==> src/rtl/fifo_access_sched.sv <==
// Round-robin access scheduler: two write producers and one read consumer share
// a single fifo; at most one fifo operation is issued per cycle, with flush support.
module fifo_access_sched #(
  parameter int DATA_W = 8,
  parameter int DEPTH  = 32,
  parameter int CNT_W  = 6
) (
  input  logic              clk,
  input  logic              resetn,
  input  logic              p0_wvalid,
  input  logic [DATA_W-1:0] p0_wdata,
  output logic              p0_wready,
  input  logic              p1_wvalid,
  input  logic [DATA_W-1:0] p1_wdata,
  output logic              p1_wready,
  input  logic              c_rreq,
  output logic              c_rgrant,
  output logic              c_rvalid,
  output logic [DATA_W-1:0] c_rdata,
  input  logic              flush,
  output logic              flush_done,
  output logic              fifo_wreq,
  output logic [DATA_W-1:0] fifo_wdata,
  output logic              fifo_rreq,
  input  logic [DATA_W-1:0] fifo_rdata,
  output logic [CNT_W-1:0]  occ,
  output logic              sched_full,
  output logic              sched_empty
);

  typedef enum logic [1:0] {RUN, DRAIN, DONE} state_t;
  typedef enum logic [1:0] {RR_W0, RR_W1, RR_R} rr_t;

  localparam logic [CNT_W-1:0] OCC_FULL = CNT_W'(DEPTH);

  state_t state;
  rr_t    rr;
  logic   in_run;
  logic   el_w0, el_w1, el_r;
  logic   g_w0, g_w1, g_r;
  // Read pipe: *_any tracks every issued read, cons1 only consumer reads.
  logic   rd_any1, rd_any2, rd_cons1;

  assign sched_full  = (occ == OCC_FULL);
  assign sched_empty = (occ == '0);
  assign in_run      = (state == RUN);

  assign el_w0 = in_run && !sched_full && p0_wvalid;
  assign el_w1 = in_run && !sched_full && p1_wvalid;
  assign el_r  = !sched_empty && (in_run ? c_rreq : (state == DRAIN));

  // NOTE: every always_comb output gets a default first so no latch is inferred.
  always_comb begin
    g_w0 = 1'b0;
    g_w1 = 1'b0;
    g_r  = 1'b0;
    case (rr)
      RR_W0: begin
        if      (el_w0) g_w0 = 1'b1;
        else if (el_w1) g_w1 = 1'b1;
        else if (el_r)  g_r  = 1'b1;
      end
      RR_W1: begin
        if      (el_w1) g_w1 = 1'b1;
        else if (el_r)  g_r  = 1'b1;
        else if (el_w0) g_w0 = 1'b1;
      end
      default: begin
        if      (el_r)  g_r  = 1'b1;
        else if (el_w0) g_w0 = 1'b1;
        else if (el_w1) g_w1 = 1'b1;
      end
    endcase
  end

  assign p0_wready = g_w0;
  assign p1_wready = g_w1;
  assign c_rgrant  = g_r && in_run;
  // The fifo presents rdata in the same cycle c_rvalid rises.
  assign c_rdata   = fifo_rdata;

  // NOTE: sequential state uses non-blocking assignments so every register
  // samples the pre-edge values, independent of statement order.
  always_ff @(posedge clk or negedge resetn) begin
    if (!resetn) begin
      state      <= RUN;
      rr         <= RR_W0;
      occ        <= '0;
      fifo_wreq  <= 1'b0;
      fifo_wdata <= '0;
      fifo_rreq  <= 1'b0;
      rd_any1    <= 1'b0;
      rd_any2    <= 1'b0;
      rd_cons1   <= 1'b0;
      c_rvalid   <= 1'b0;
      flush_done <= 1'b0;
    end else begin
      fifo_wreq <= g_w0 | g_w1;
      fifo_rreq <= g_r;
      if (g_w0)      fifo_wdata <= p0_wdata;
      else if (g_w1) fifo_wdata <= p1_wdata;

      if (g_w0 | g_w1) occ <= occ + CNT_W'(1);
      else if (g_r)    occ <= occ - CNT_W'(1);

      if (g_w0)      rr <= RR_W1;
      else if (g_w1) rr <= RR_R;
      else if (g_r)  rr <= RR_W0;

      rd_any1  <= g_r;
      rd_any2  <= rd_any1;
      rd_cons1 <= c_rgrant;
      c_rvalid <= rd_cons1;

      flush_done <= 1'b0;
      case (state)
        RUN:   if (flush) state <= DRAIN;
        // Wait for the pipe to empty so drained data cannot alias a later read.
        DRAIN: if (sched_empty && !rd_any1 && !rd_any2) begin
          state      <= DONE;
          flush_done <= 1'b1;
        end
        DONE:    state <= RUN;
        default: state <= RUN;
      endcase
    end
  end

endmodule

==> config.mk <==
export PLATFORM = sky130hd
export DESIGN_NAME = fifo_access_sched
export DESIGN_NICKNAME = d
export VERILOG_FILES = /design/src/rtl/fifo_access_sched.sv
export SDC_FILE = /design/constraint.sdc
export NUM_CORES = 1
export LEC_CHECK = 0
export ABC_CLOCK_PERIOD_IN_PS = 5870
export CORE_ASPECT_RATIO = 1.5
export CORE_MARGIN = 2
export CORE_UTILIZATION = 45
export CTS_BUF_LIST = sky130_fd_sc_hd__clkbuf_8
export DETAILED_ROUTE_END_ITERATION = 8
export DONT_BUFFER_PORTS = 1
export GPL_TIMING_DRIVEN = 0
export PLACE_DENSITY = 0.65
export SLEW_MARGIN = 20
export SYNTH_ARGS = -nofsm -noshare
export SYNTH_HDL_FRONTEND = slang
export SYNTH_SLANG_ARGS = --single-unit
export TNS_END_PERCENT = 50
==> constraint.sdc <==
create_clock -name clk -period 5.87 [get_ports clk]
set_input_delay 1.174 -clock clk [delete_from_list [all_inputs] [get_ports clk]]
set_output_delay 1.174 -clock clk [all_outputs]
set_load 0.05 [all_outputs]
==> summary.md <==
| Metric | Value |
|---|---|
| Status | finished clean |
| Final Hold Viols | 0 |
| Top cells by area in the synthesized netlist | sky130_fd_sc_hd__dfrtp_1 45%, sky130_fd_sc_hd__mux2i_1 6.0%, sky130_fd_sc_hd__a21oi_1 5.3%, sky130_fd_sc_hd__buf_4 4.5%, sky130_fd_sc_hd__ha_1 3.8% |
| Most common cell after layout, fill and taps aside | sky130_fd_sc_hd__dfrtp_1 |
| Fraction of layout instances using a drive strength above 1 | 0.208 |
| Detailed-routing iteration count for the pre-antenna-repair pass | 4 |
| Post-synthesis average cell area | 10.8 µm² |
| Launching point of the worst reg2reg path | occ[3] |
| TritonCTS clock tree | built |
| Register area share after synthesis | 0.450 |
| Synth Flop Type | sky130_fd_sc_hd__dfrtp_1 |
| Number of buffers inserted to repair setup after CTS | 0 |
| H-tree Lvls | 1 |
| Overall track demand over capacity in global routing | 0.161 |
| Total internal power | approximately 0.35 mW |
| Largest driver fanout on the critical path | 5 |
| Clock slew at reported path FFs | roughly 0.080 ns |
| Most used cell, CP | sky130_fd_sc_hd__a21oi_1 |
| Least setup slack across all paths after layout | 1.97 ns |
| Number of clock buffers inserted by TritonCTS | 3 |
| DR WL/cell | 15.3 µm |
| Switch share | 0.478 |
| Ratio of final minimum period to clock period | 0.664 |
| I/O pins | between 60 and 70 |
| Area inside the core boundary | 2850 µm² |
| Worst EP arrival | between 2 and 3 ns |
| Transition time at the pin with the least slew margin | 0.913 ns |
| Number of vias after detailed routing | roughly 940 |
| Cts hold-fix bufs | 0 |
| Yosys reg bits | 24 |
| Number of placement rows | 24 |
| Number of global-route vias before repair | 944 |
| Total nets after synthesis | about 160 |
| Post-route DRC violation count | 0 |
| Post-placement setup slack | 2.22 ns |
| First-pass GRT wire length | approximately 4300 µm |
| Number of antenna diodes | 0 |
| Filler cells | around 270 |
| Worst endpoint required time | 4.70 ns |
| Max stage delay cell, worst path | sky130_fd_sc_hd__nor2_1 |
| Number of cells on the worst reg-to-reg path | 11 |
| Largest vdd supply drop | about 250 µV |
| Unrepaired setup endpoints after global routing | no |
| Worst reg2reg setup slack | 2.49 ns |
| Post-route ant nets | 0 |
| Iteration-0 DRC count of the detailed router | 7 |
| Die area | 3420 µm² |
| Number of gates on the worst path with buffers counted | 5 |
| Hpwl dp | 1960 µm |
| Worst Setup Path Type | flop to output port |
| Area taken by multi-input logic gates | about 630 µm² |
| Cell count after synthesis | 124 |
| Cell-by-cell trace of the critical path | nor4_1, a21boi_0, a21oi_1, a21oi_1, nor2_1 |
| Root Buffer Master | sky130_fd_sc_hd__clkbuf_8 |
| Starting Density | 0.468 |
| Sequential power share | 0.564 |
| Max Slew Vio Count | 0 |
| Rel. slew slack | 0.389 |
| Most used cells in the layout excluding fill and tap cells | 24 x sky130_fd_sc_hd__dfrtp_1, 14 x sky130_fd_sc_hd__a21oi_1, 13 x sky130_fd_sc_hd__nor2_1, 9 x sky130_fd_sc_hd__buf_4, 8 x sky130_fd_sc_hd__mux2i_1 |
| Reg area | between 600 and 700 µm² |
| Combined area of all synthesized cells | 1330 µm² |
| Top Family by Delay on Critical Path | simple AND/OR/NAND/NOR gates |
| Type of origin of the critical path | flop |
| Total power consumption of the routed design | approximately 0.67 mW |
| Dominant cell type by area after synthesis | sky130_fd_sc_hd__dfrtp_1 |
| Switching power total | 0.321 mW |
| Area fraction of the dominant cell type after synthesis | 0.450 |
| Leakage | ~0.63 nW |
| Maximum buffer depth of the clock tree | 2 |
| Buffers on Ports | 0 |
| Total wire length after detailed routing | between 2000 and 3000 µm |
| Min-Delay Endpoint | c_rvalid |
| Crit path largest cell delay | about 0.7 ns |
| Number of synthesized flops with an enable pin | 0 |
| Number of unique standard cell types used by synthesis | 33 |
| Number of endpoints failing setup at the final stage | 0 |
| Area grow syn2layout | 9.38% |
| NumNets Final | 166 |
| Min cycle time layout | a little under 4 ns |
| GP Congestion | roughly 0.86 |
| Number of warning messages in the yosys log | 0 |
| Number of maximum-capacitance constraint violations | 0 |
| Part of the power in the clock network | 0.165 |
| Hold WC Path Type | flop to flop |
| Die span in x | just under 50 µm |
| Maximum number of pins on one net before global-route repair | 25 |
| Fraction of power consumed by combinational cells | 0.271 |
| Global route overflow | 0 |
| Nature of the critical path endpoint | output port |
| Capturing point of the worst reg2reg path | occ[5] |
| Clock latency at the later pin of the worst-skew pair | ~0.26 ns |
| Proportion of synthesized flip-flops having asynchronous set or reset | 1.00 |
| TNS Setup | 0 ns |
| Worst Clk Skew | 0.00557 ns |
| Max Fclk | around 260 MHz |
| Die height | 70.7 µm |
| Cell count of the worst hold path | 0 |
| Routed via count divided by cell count | between 5 and 6 |
| Power density over the cells | 461 nW/µm² |
| Initial antenna violation count | 0 |
| Resized Gates After CTS | 0 |
| Number of sinks driven by the clock tree | 24 |
| Start point of the worst min-delay path | rd_cons1 |
| Count of buffer and inverter cells on the critical path | 0 |
==> worst register-to-register path, stage by stage (launching register included) <==
cell                       delay, ns
sky130_fd_sc_hd__dfrtp_1        0.60
sky130_fd_sc_hd__nor4_1         0.59
sky130_fd_sc_hd__a21bo_2        0.28
sky130_fd_sc_hd__o211a_1        0.18
sky130_fd_sc_hd__buf_6          0.15
sky130_fd_sc_hd__clkinv_2       0.13
sky130_fd_sc_hd__ha_1           0.31
sky130_fd_sc_hd__a211oi_1       0.25
sky130_fd_sc_hd__o21bai_1       0.11
sky130_fd_sc_hd__a21oi_1        0.27
sky130_fd_sc_hd__mux2i_4        0.27
sky130_fd_sc_hd__xor2_1         0.15
==> layout make-up <==
class                      count  share of cell area
buffer                        11              0.0643
clock buffer                   4              0.0377
inverter                       6              0.0163
multi-input combinational     83               0.429
sequential                    24               0.412
tap                           39              0.0334
timing repair buffer           2             0.00772
==> synth_stat cells, types with 2 or more instances <==
cell type	instances
sky130_fd_sc_hd__mux2i_1	8
sky130_fd_sc_hd__a21o_1	3
sky130_fd_sc_hd__a211oi_1	2
sky130_fd_sc_hd__nor3_1	3
sky130_fd_sc_hd__buf_6	3
sky130_fd_sc_hd__o21ai_0	6
sky130_fd_sc_hd__a21oi_1	14
sky130_fd_sc_hd__buf_4	8
sky130_fd_sc_hd__xor2_1	3
sky130_fd_sc_hd__inv_1	5
sky130_fd_sc_hd__and3b_1	2
sky130_fd_sc_hd__dfrtp_1	24
sky130_fd_sc_hd__ha_1	4
sky130_fd_sc_hd__nor2_1	13
sky130_fd_sc_hd__nand2_1	6
sky130_fd_sc_hd__xnor2_1	2
sky130_fd_sc_hd__nand3_1	2
==> power groups by stage <==
| stage | clock network (mW) | registers [mW] | logic [mW] |
|---|---|---|---|
| after floorplan | 0 | 0.370 | 0.161 |
| after detailed placement | 0 | 0.384 | 0.184 |
| after CTS | 0.115 | 0.381 | 0.184 |
| final | 0.111 | 0.379 | 0.182 |
| after global routing | 0.124 | 0.387 | 0.206 |
| after global placement | 0 | 0.382 | 0.177 |
==> cells by family after synthesis <==
group | share of synthesized area
AND/OR/NAND/NOR | 0.100
multiplexers | 0.0854
XOR/XNOR | 0.0328
adder cells (fa/ha/maj) | 0.0525
AO/OA/AOI/OAI | 0.190
flip-flops | 0.450
buffers and inverters | 0.0882
==> metrics by stage <==
stage / util / instance area [µm²] / hold WS, ns / std cells
floorplan: - / 1330 / 0.331 / 124
global placement: 0.485 / 1380 / 0.334 / 163
detailed placement: 0.492 / 1400 / 0.343 / 165
CTS: 0.511 / 1460 / 0.362 / 169
global route: 0.511 / 1460 / 0.366 / 169
finish: 0.511 / 1460 / 0.356 / 169
==> worst max path at each step <==
stage / start / to / slack [ns]
4_1_cts: occ[3] / p1_wready / 2.00
5_1_grt: occ[3] / p1_wready / 1.77
3_3_place_gp: occ[5] / c_rgrant / 1.72
6_report: occ[3] / p1_wready / 1.97
2_1_floorplan: occ[3] / c_rgrant / 1.85
3_5_place_dp: c_rreq / p1_wready / 2.22
==> state kept, by name (all words and copies together) (netlist names) <==
register    cells
flush_done      1
occ             6
fifo_wreq       1
rd_cons1        1
rd_any2         1
fifo_wdata      8
c_rvalid        1
rr              2
rd_any1         1
state           2
==> metal layers <==
metal | up-vias | global-route usage | part of all wire
met4 | 0 | 0.0889 | 0.029
met5 | - | 0 | 0
met1 | 453 | 0.189 | 0.38
li1 | 439 | - | -
met2 | 43 | 0.265 | 0.51
met3 | 8 | 0.0464 | 0.080
Power figures use the tool's default switching activity.
